## config.mk

```make
export PLATFORM = sky130hd
export DESIGN_NAME = accel_spi_ctrl
export DESIGN_NICKNAME = d
export VERILOG_FILES = /design/src/rtl/accel_spi_ctrl.sv
export SDC_FILE = /design/constraint.sdc
export NUM_CORES = 1
export LEC_CHECK = 0
export ABC_CLOCK_PERIOD_IN_PS = 2000
export BUFFER_PORTS_ARGS = -buffer_cell sky130_fd_sc_hd__buf_2
export CAP_MARGIN = 10
export CORE_MARGIN = 2
export CORE_UTILIZATION = 35
export CTS_BUF_LIST = sky130_fd_sc_hd__clkbuf_4
export CTS_CLUSTER_DIAMETER = 30
export CTS_CLUSTER_SIZE = 8
export DETAILED_ROUTE_END_ITERATION = 10
export SYNTH_ARGS = -nofsm -noshare
export SYNTH_HDL_FRONTEND = slang
export SYNTH_SLANG_ARGS = --single-unit
```

## constraint.sdc

```tcl
create_clock -name sys_clk -period 2 [get_ports sys_clk]
set_clock_uncertainty 0.15 [all_clocks]
set_input_delay 0.6 -clock sys_clk [delete_from_list [all_inputs] [get_ports sys_clk]]
set_output_delay 0.6 -clock sys_clk [all_outputs]
set_load 0.01 [all_outputs]
```

## src/rtl/accel_spi_ctrl.sv

```systemverilog
// SPI-mode-0 slave bridging an accelerometer-style register protocol onto a register bus.
// Optional macro ACCEL_SPI_AUTOINC_EN: address auto-increment on multi-byte (MS) bursts.
module accel_spi_ctrl #(
    parameter int unsigned ADDR_W      = 6,
    parameter int unsigned SYNC_STAGES = 2
) (
    input  logic              sys_clk,
    input  logic              sys_rst,
    input  logic              sck_i,
    input  logic              csn_i,
    input  logic              sdi_i,
    output logic              sdo_o,
    output logic              sdo_oe_o,
    output logic [ADDR_W-1:0] reg_addr_o,
    output logic              reg_we_o,
    output logic [7:0]        reg_wdata_o,
    output logic              reg_re_o,
    input  logic [7:0]        reg_rdata_i,
    output logic              busy_o
);

    typedef enum logic [1:0] {StIdle, StCmd, StFetch, StData} state_e;

    logic [SYNC_STAGES-1:0] sck_sync_q, sck_sync_d, csn_sync_q, csn_sync_d;
    logic [SYNC_STAGES-1:0] sdi_sync_q, sdi_sync_d, settle_q, settle_d;
    logic                   sck_prev_q, sck_prev_d, csn_prev_q, csn_prev_d;
    logic                   armed_q, armed_d;
    logic                   sck_s, csn_s, sdi_s, sck_rise, sck_fall, csn_fall, csn_rise;

    state_e                 state_q, state_d;
    logic [2:0]             bit_cnt_q, bit_cnt_d;
    logic [7:0]             rx_q, rx_d, tx_q, tx_d, wdata_q, wdata_d, rx_shift;
    logic [ADDR_W-1:0]      addr_q, addr_d, addr_step;
    logic                   rw_q, rw_d, sdo_q, sdo_d, oe_q, oe_d;
    logic                   we_q, we_d, re_q, re_d, fetch_wait_q, fetch_wait_d;

`ifdef ACCEL_SPI_AUTOINC_EN
    logic ms_q, ms_d;
    assign addr_step = ADDR_W'(ms_q);
`else
    assign addr_step = '0;
`endif

    assign sck_s    = sck_sync_q[SYNC_STAGES-1];
    assign csn_s    = csn_sync_q[SYNC_STAGES-1];
    assign sdi_s    = sdi_sync_q[SYNC_STAGES-1];
    assign sck_rise = sck_s & ~sck_prev_q;
    assign sck_fall = ~sck_s & sck_prev_q;
    // A master may hold csn low across reset; only accept a fall once csn was seen high.
    assign csn_fall = ~csn_s & csn_prev_q & armed_q;
    assign csn_rise = csn_s & ~csn_prev_q;
    assign rx_shift = {rx_q[6:0], sdi_s};

    always_comb begin
        sck_sync_d = (sck_sync_q << 1) | SYNC_STAGES'(sck_i);
        csn_sync_d = (csn_sync_q << 1) | SYNC_STAGES'(csn_i);
        sdi_sync_d = (sdi_sync_q << 1) | SYNC_STAGES'(sdi_i);
        settle_d   = (settle_q << 1) | SYNC_STAGES'(1'b1);
        sck_prev_d = sck_s;
        csn_prev_d = csn_s;
        armed_d    = armed_q | (settle_q[SYNC_STAGES-1] & csn_s);
    end

    always_comb begin
        state_d      = state_q;
        bit_cnt_d    = bit_cnt_q;
        rx_d         = rx_q;
        tx_d         = tx_q;
        wdata_d      = wdata_q;
        addr_d       = addr_q;
        rw_d         = rw_q;
        sdo_d        = sdo_q;
        oe_d         = oe_q;
        we_d         = 1'b0;
        re_d         = 1'b0;
        fetch_wait_d = fetch_wait_q;
`ifdef ACCEL_SPI_AUTOINC_EN
        ms_d         = ms_q;
`endif
        // Writes advance the address the cycle after the strobe so the strobe sees the old one.
        if (we_q) begin
            addr_d = addr_q + addr_step;
        end

        unique case (state_q)
            StIdle: begin
                if (csn_fall) begin
                    state_d   = StCmd;
                    bit_cnt_d = 3'd0;
                end
            end
            StCmd: begin
                if (sck_rise) begin
                    rx_d      = rx_shift;
                    bit_cnt_d = bit_cnt_q + 3'd1;
                    if (bit_cnt_q == 3'd7) begin
                        rw_d   = rx_shift[7];
                        addr_d = rx_shift[ADDR_W-1:0];
`ifdef ACCEL_SPI_AUTOINC_EN
                        ms_d   = rx_shift[6];
`endif
                        if (rx_shift[7]) begin
                            state_d      = StFetch;
                            re_d         = 1'b1;
                            fetch_wait_d = 1'b0;
                        end else begin
                            state_d = StData;
                        end
                    end
                end
            end
            StFetch: begin
                // re_q is high in the first cycle; rdata is valid one cycle later.
                if (!fetch_wait_q) begin
                    fetch_wait_d = 1'b1;
                end else begin
                    fetch_wait_d = 1'b0;
                    tx_d         = reg_rdata_i;
                    state_d      = StData;
                end
            end
            StData: begin
                if (sck_rise) begin
                    rx_d      = rx_shift;
                    bit_cnt_d = bit_cnt_q + 3'd1;
                    if (bit_cnt_q == 3'd7) begin
                        if (rw_q) begin
                            addr_d       = addr_q + addr_step;
                            re_d         = 1'b1;
                            fetch_wait_d = 1'b0;
                            state_d      = StFetch;
                        end else begin
                            we_d    = 1'b1;
                            wdata_d = rx_shift;
                        end
                    end
                end
                if (sck_fall && rw_q) begin
                    sdo_d = tx_q[7];
                    tx_d  = {tx_q[6:0], 1'b0};
                    oe_d  = 1'b1;
                end
            end
        endcase

        // Evaluated after the sck rise so a coincident final write bit still strobes.
        if (csn_rise && state_q != StIdle) begin
            state_d      = StIdle;
            oe_d         = 1'b0;
            sdo_d        = 1'b0;
            re_d         = 1'b0;
            fetch_wait_d = 1'b0;
        end
    end

    always_ff @(posedge sys_clk or posedge sys_rst) begin
        if (sys_rst) begin
            sck_sync_q   <= '0;
            csn_sync_q   <= '1;
            sdi_sync_q   <= '0;
            settle_q     <= '0;
            sck_prev_q   <= 1'b0;
            csn_prev_q   <= 1'b1;
            armed_q      <= 1'b0;
            state_q      <= StIdle;
            bit_cnt_q    <= 3'd0;
            rx_q         <= 8'h00;
            tx_q         <= 8'h00;
            wdata_q      <= 8'h00;
            addr_q       <= '0;
            rw_q         <= 1'b0;
            sdo_q        <= 1'b0;
            oe_q         <= 1'b0;
            we_q         <= 1'b0;
            re_q         <= 1'b0;
            fetch_wait_q <= 1'b0;
`ifdef ACCEL_SPI_AUTOINC_EN
            ms_q         <= 1'b0;
`endif
        end else begin
            sck_sync_q   <= sck_sync_d;
            csn_sync_q   <= csn_sync_d;
            sdi_sync_q   <= sdi_sync_d;
            settle_q     <= settle_d;
            sck_prev_q   <= sck_prev_d;
            csn_prev_q   <= csn_prev_d;
            armed_q      <= armed_d;
            state_q      <= state_d;
            bit_cnt_q    <= bit_cnt_d;
            rx_q         <= rx_d;
            tx_q         <= tx_d;
            wdata_q      <= wdata_d;
            addr_q       <= addr_d;
            rw_q         <= rw_d;
            sdo_q        <= sdo_d;
            oe_q         <= oe_d;
            we_q         <= we_d;
            re_q         <= re_d;
            fetch_wait_q <= fetch_wait_d;
`ifdef ACCEL_SPI_AUTOINC_EN
            ms_q         <= ms_d;
`endif
        end
    end

    assign sdo_o       = sdo_q & oe_q;
    assign sdo_oe_o    = oe_q;
    assign reg_addr_o  = addr_q;
    assign reg_we_o    = we_q;
    assign reg_wdata_o = wdata_q;
    assign reg_re_o    = re_q;
    assign busy_o      = (state_q != StIdle);

endmodule
```

==> metrics.csv <==
metric,value,unit
crit path to,reg_addr_o[1]$_DFFE_PP0P_,
CTS Buf Count,5,
CTS resizes,0,
post-route cell area,2450,um2
final slew viol count,0,
Post-Syn Instances,146,
#FFs+latches synth,51,
Via density,4.88,
flop2flop setup slack,80,ps
endpoint class of the critical path,flop,
Netlist Area Pre-Place,2050,um2
leak pwr,1.23,nW
first-pass GRT wire length,6520,um
initial antenna violation count,0,
Syn Nets,162,
Max stage delay on crit path,400,ps
worst-margin pin slew,507,ps
crit path from,bit_cnt_q[0]$_DFFE_PP0P_,
PwrDens,833,nW/um2
critical path data required time,2120,ps
I/O pin total,32,
Crit Reg-Reg Startpoint,bit_cnt_q[0]$_DFFE_PP0P_,
CTS Buffer Depth,2,
post-synthesis sequential area ratio,62.3,%
ANT cells,0,
Crit Path Max Fanout,7,
largest net degree at the start of global routing,32,
Area Overhead vs Synth,19.2,%
top cell type's share of synthesized area,58.5,%
Post-synth EDFFs,0,
final hold vios,0,
# port buffers,31,
crit-path cells,"ha_1, ha_1, nand3b_1, nor3b_4, buf_12, mux2_2",
"CTS clk-pin slew, worst paths",150,ps
fin crit share,95.9,%
Synth area leader,dfrtp_1,
type of origin of the critical path,flop,
CP Class,reg -> reg,
final hold slack,57.0,ps
reg2reg path depth,6,
grt ovf,0,
CTS H-tree lvls,2,
ys flop type,dfrtp_1,
DRT Pass-1 Iters,4,
CTS tree,yes,
Max Cap Violations,0,
Initial Utilization,36.9,%
DP Area,2320,um2
Routed WL,3770,um
final worst slack,82.7,ps
CTS root buf,clkbuf_4,
top-count cell post-synth,dfrtp_1,
Async SR Flop Fraction,100,%
fmax,522,MHz
Synth area leaders,"dfrtp_1, mux2_2, dfstp_2, o221a_2, or2_2",
All-Layer GR Usage,13.2,%
cell mode on critical path,ha_1,
Die Ht,80.6,um
share of cells above drive strength 1,48.9,%
Synthesis Warnings,0,
vias in the first global route,1380,
RD Place Congestion,0.760,
Reg2Reg Capture Point,reg_addr_o[1]$_DFFE_PP0P_,
row count,27,
Core Box Area,5570,um2
DRC viols,0,
Die W,80.6,um
Slew HR,66.2,%
worst skew pair latency,380,ps
via count,1278,
full die area,6500,um2
Hold WC Path Type,in -> async,
Num Clock Sinks,51,
"Min Clock Period, post-route",1920,ps
CP arrival,2040,ps
DR WL/cell,14.4,um
antenna-violating nets left,0,
Synth cell types,38,
final setup fails,0,
CP max-delay cell,dfrtp_1,
Nets,205,
initial DRC count,41,
hpwl dp,2630,um
pre-CTS WS,25.8,ps
status,"complete, no violations",
most instantiated cells after synthesis,"dfrtp_1, mux2_2, inv_1, or2_2, o221a_2",
Post-Syn Area per Cell,14.1,um2
Peak VDD IR,498,uV
-- critical path: cells and delay by family (launching register included) --
| kind | cells | cell delay [ps] |
|---|---|---|
| AND/OR/NAND/NOR | 2 | 430 |
| multiplexers | 1 | 330 |
| adder cells (fa/ha/maj) | 2 | 360 |
| buffers and inverters | 1 | 150 |
| flip-flops | 1 | 400 |
-- layout make-up --
class	count	area [um2]
Fill cell	530	3130
Tap cell	72	90.1
Sequential cell	51	1280
Clock buffer	5	37.5
Inverter	8	30.0
Timing Repair Buffer	40	248
Multi-Input combinational cell	83	719
Clock inverter	3	43.8
-- sequential cells by signal, summed over array words and instances, names as in the netlist, 2 cells and up --
register     cells
tx_q             8
reg_wdata_o      8
csn_sync_q       2
settle_q         2
sck_sync_q       2
bit_cnt_q        3
rx_q             7
sdi_sync_q       2
reg_addr_o       6
state_q          2
-- stage by stage --
stage / util (%) / power, mW / instances / TNS, ps
floorplan: - / 1.37 / 146 / 0
global placement: 41.6 / 1.44 / 249 / 0
detailed placement: 41.6 / 1.46 / 249 / 0
CTS: 43.0 / 2.06 / 257 / 0
global route: 43.9 / 2.15 / 262 / -42.7
finish: 43.9 / 2.04 / 262 / 0
-- cells in the final DEF, fill, tap and decap left out, types with 2 or more instances in the layout --
cell type and count:
o21ai_0 2, ha_1 3, a22oi_1 2, buf_4 7
o22ai_1 3, nand2_1 6, dfstp_2 3, o221a_2 7
buf_12 2, mux2_2 22, nand3b_1 3, nand4b_1 2
inv_1 7, or2_2 8, clkbuf_4 5, a21oi_1 2
buf_2 31, dfrtp_1 48, mux2i_1 2
-- cells by family after synthesis --
| group | Yosys count | synth area share, % |
|---|---|---|
| AND/OR/NAND/NOR | 33 | 11.2 |
| buffers and inverters | 12 | 2.68 |
| other | 1 | 0.183 |
| AO/OA/AOI/OAI | 22 | 8.77 |
| multiplexers | 24 | 13.0 |
| flip-flops | 51 | 62.3 |
| adder cells (fa/ha/maj) | 3 | 1.83 |
-- worst min path at each step --
| stage | start | endpoint | slack, ps | depth (start not counted) |
|---|---|---|---|---|
| final | sys_rst | sdo_q$_DFFE_PP0P_ | 60 | 2 |
| after floorplan | sck_sync_q[0]$_DFF_PP0_ | sck_sync_q[1]$_DFF_PP0_ | 180 | 0 |
| after global placement | settle_q[0]$_DFF_PP0_ | settle_q[1]$_DFF_PP0_ | 180 | 0 |
| after CTS | sys_rst | state_q[1]$_DFFE_PP0P_ | 60 | 2 |
| after detailed placement | sdi_sync_q[0]$_DFF_PP0_ | sdi_sync_q[1]$_DFF_PP0_ | 190 | 0 |
| after global routing | sys_rst | state_q[1]$_DFFE_PP0P_ | 60 | 2 |
-- per-layer routing --
| layer | GRT usage (%) | up-vias | routed length [um] |
|---|---|---|---|
| met3 | 3.82 | 7 | 203 |
| li1 | - | 609 | - |
| met1 | 16.6 | 630 | 1760 |
| met2 | 21.3 | 32 | 1740 |
| met4 | 5.59 | 0 | 63 |
| met5 | 0 | - | 0 |
-- power breakdown --
group / switching (mW) / internal (mW) / total (mW)
Clock: 0.334 / 0.264 / 0.597
Combinational: 0.107 / 0.123 / 0.230
Sequential: 0.0833 / 1.13 / 1.21
Total: 0.524 / 1.52 / 2.04
-- repair_timing --
item | CTS | global route
hold buffers | 0 | 0
endpoints found under the setup margin | 0 | 8
buffers inserted | 0 | 5
Power figures use the tool's default switching activity.
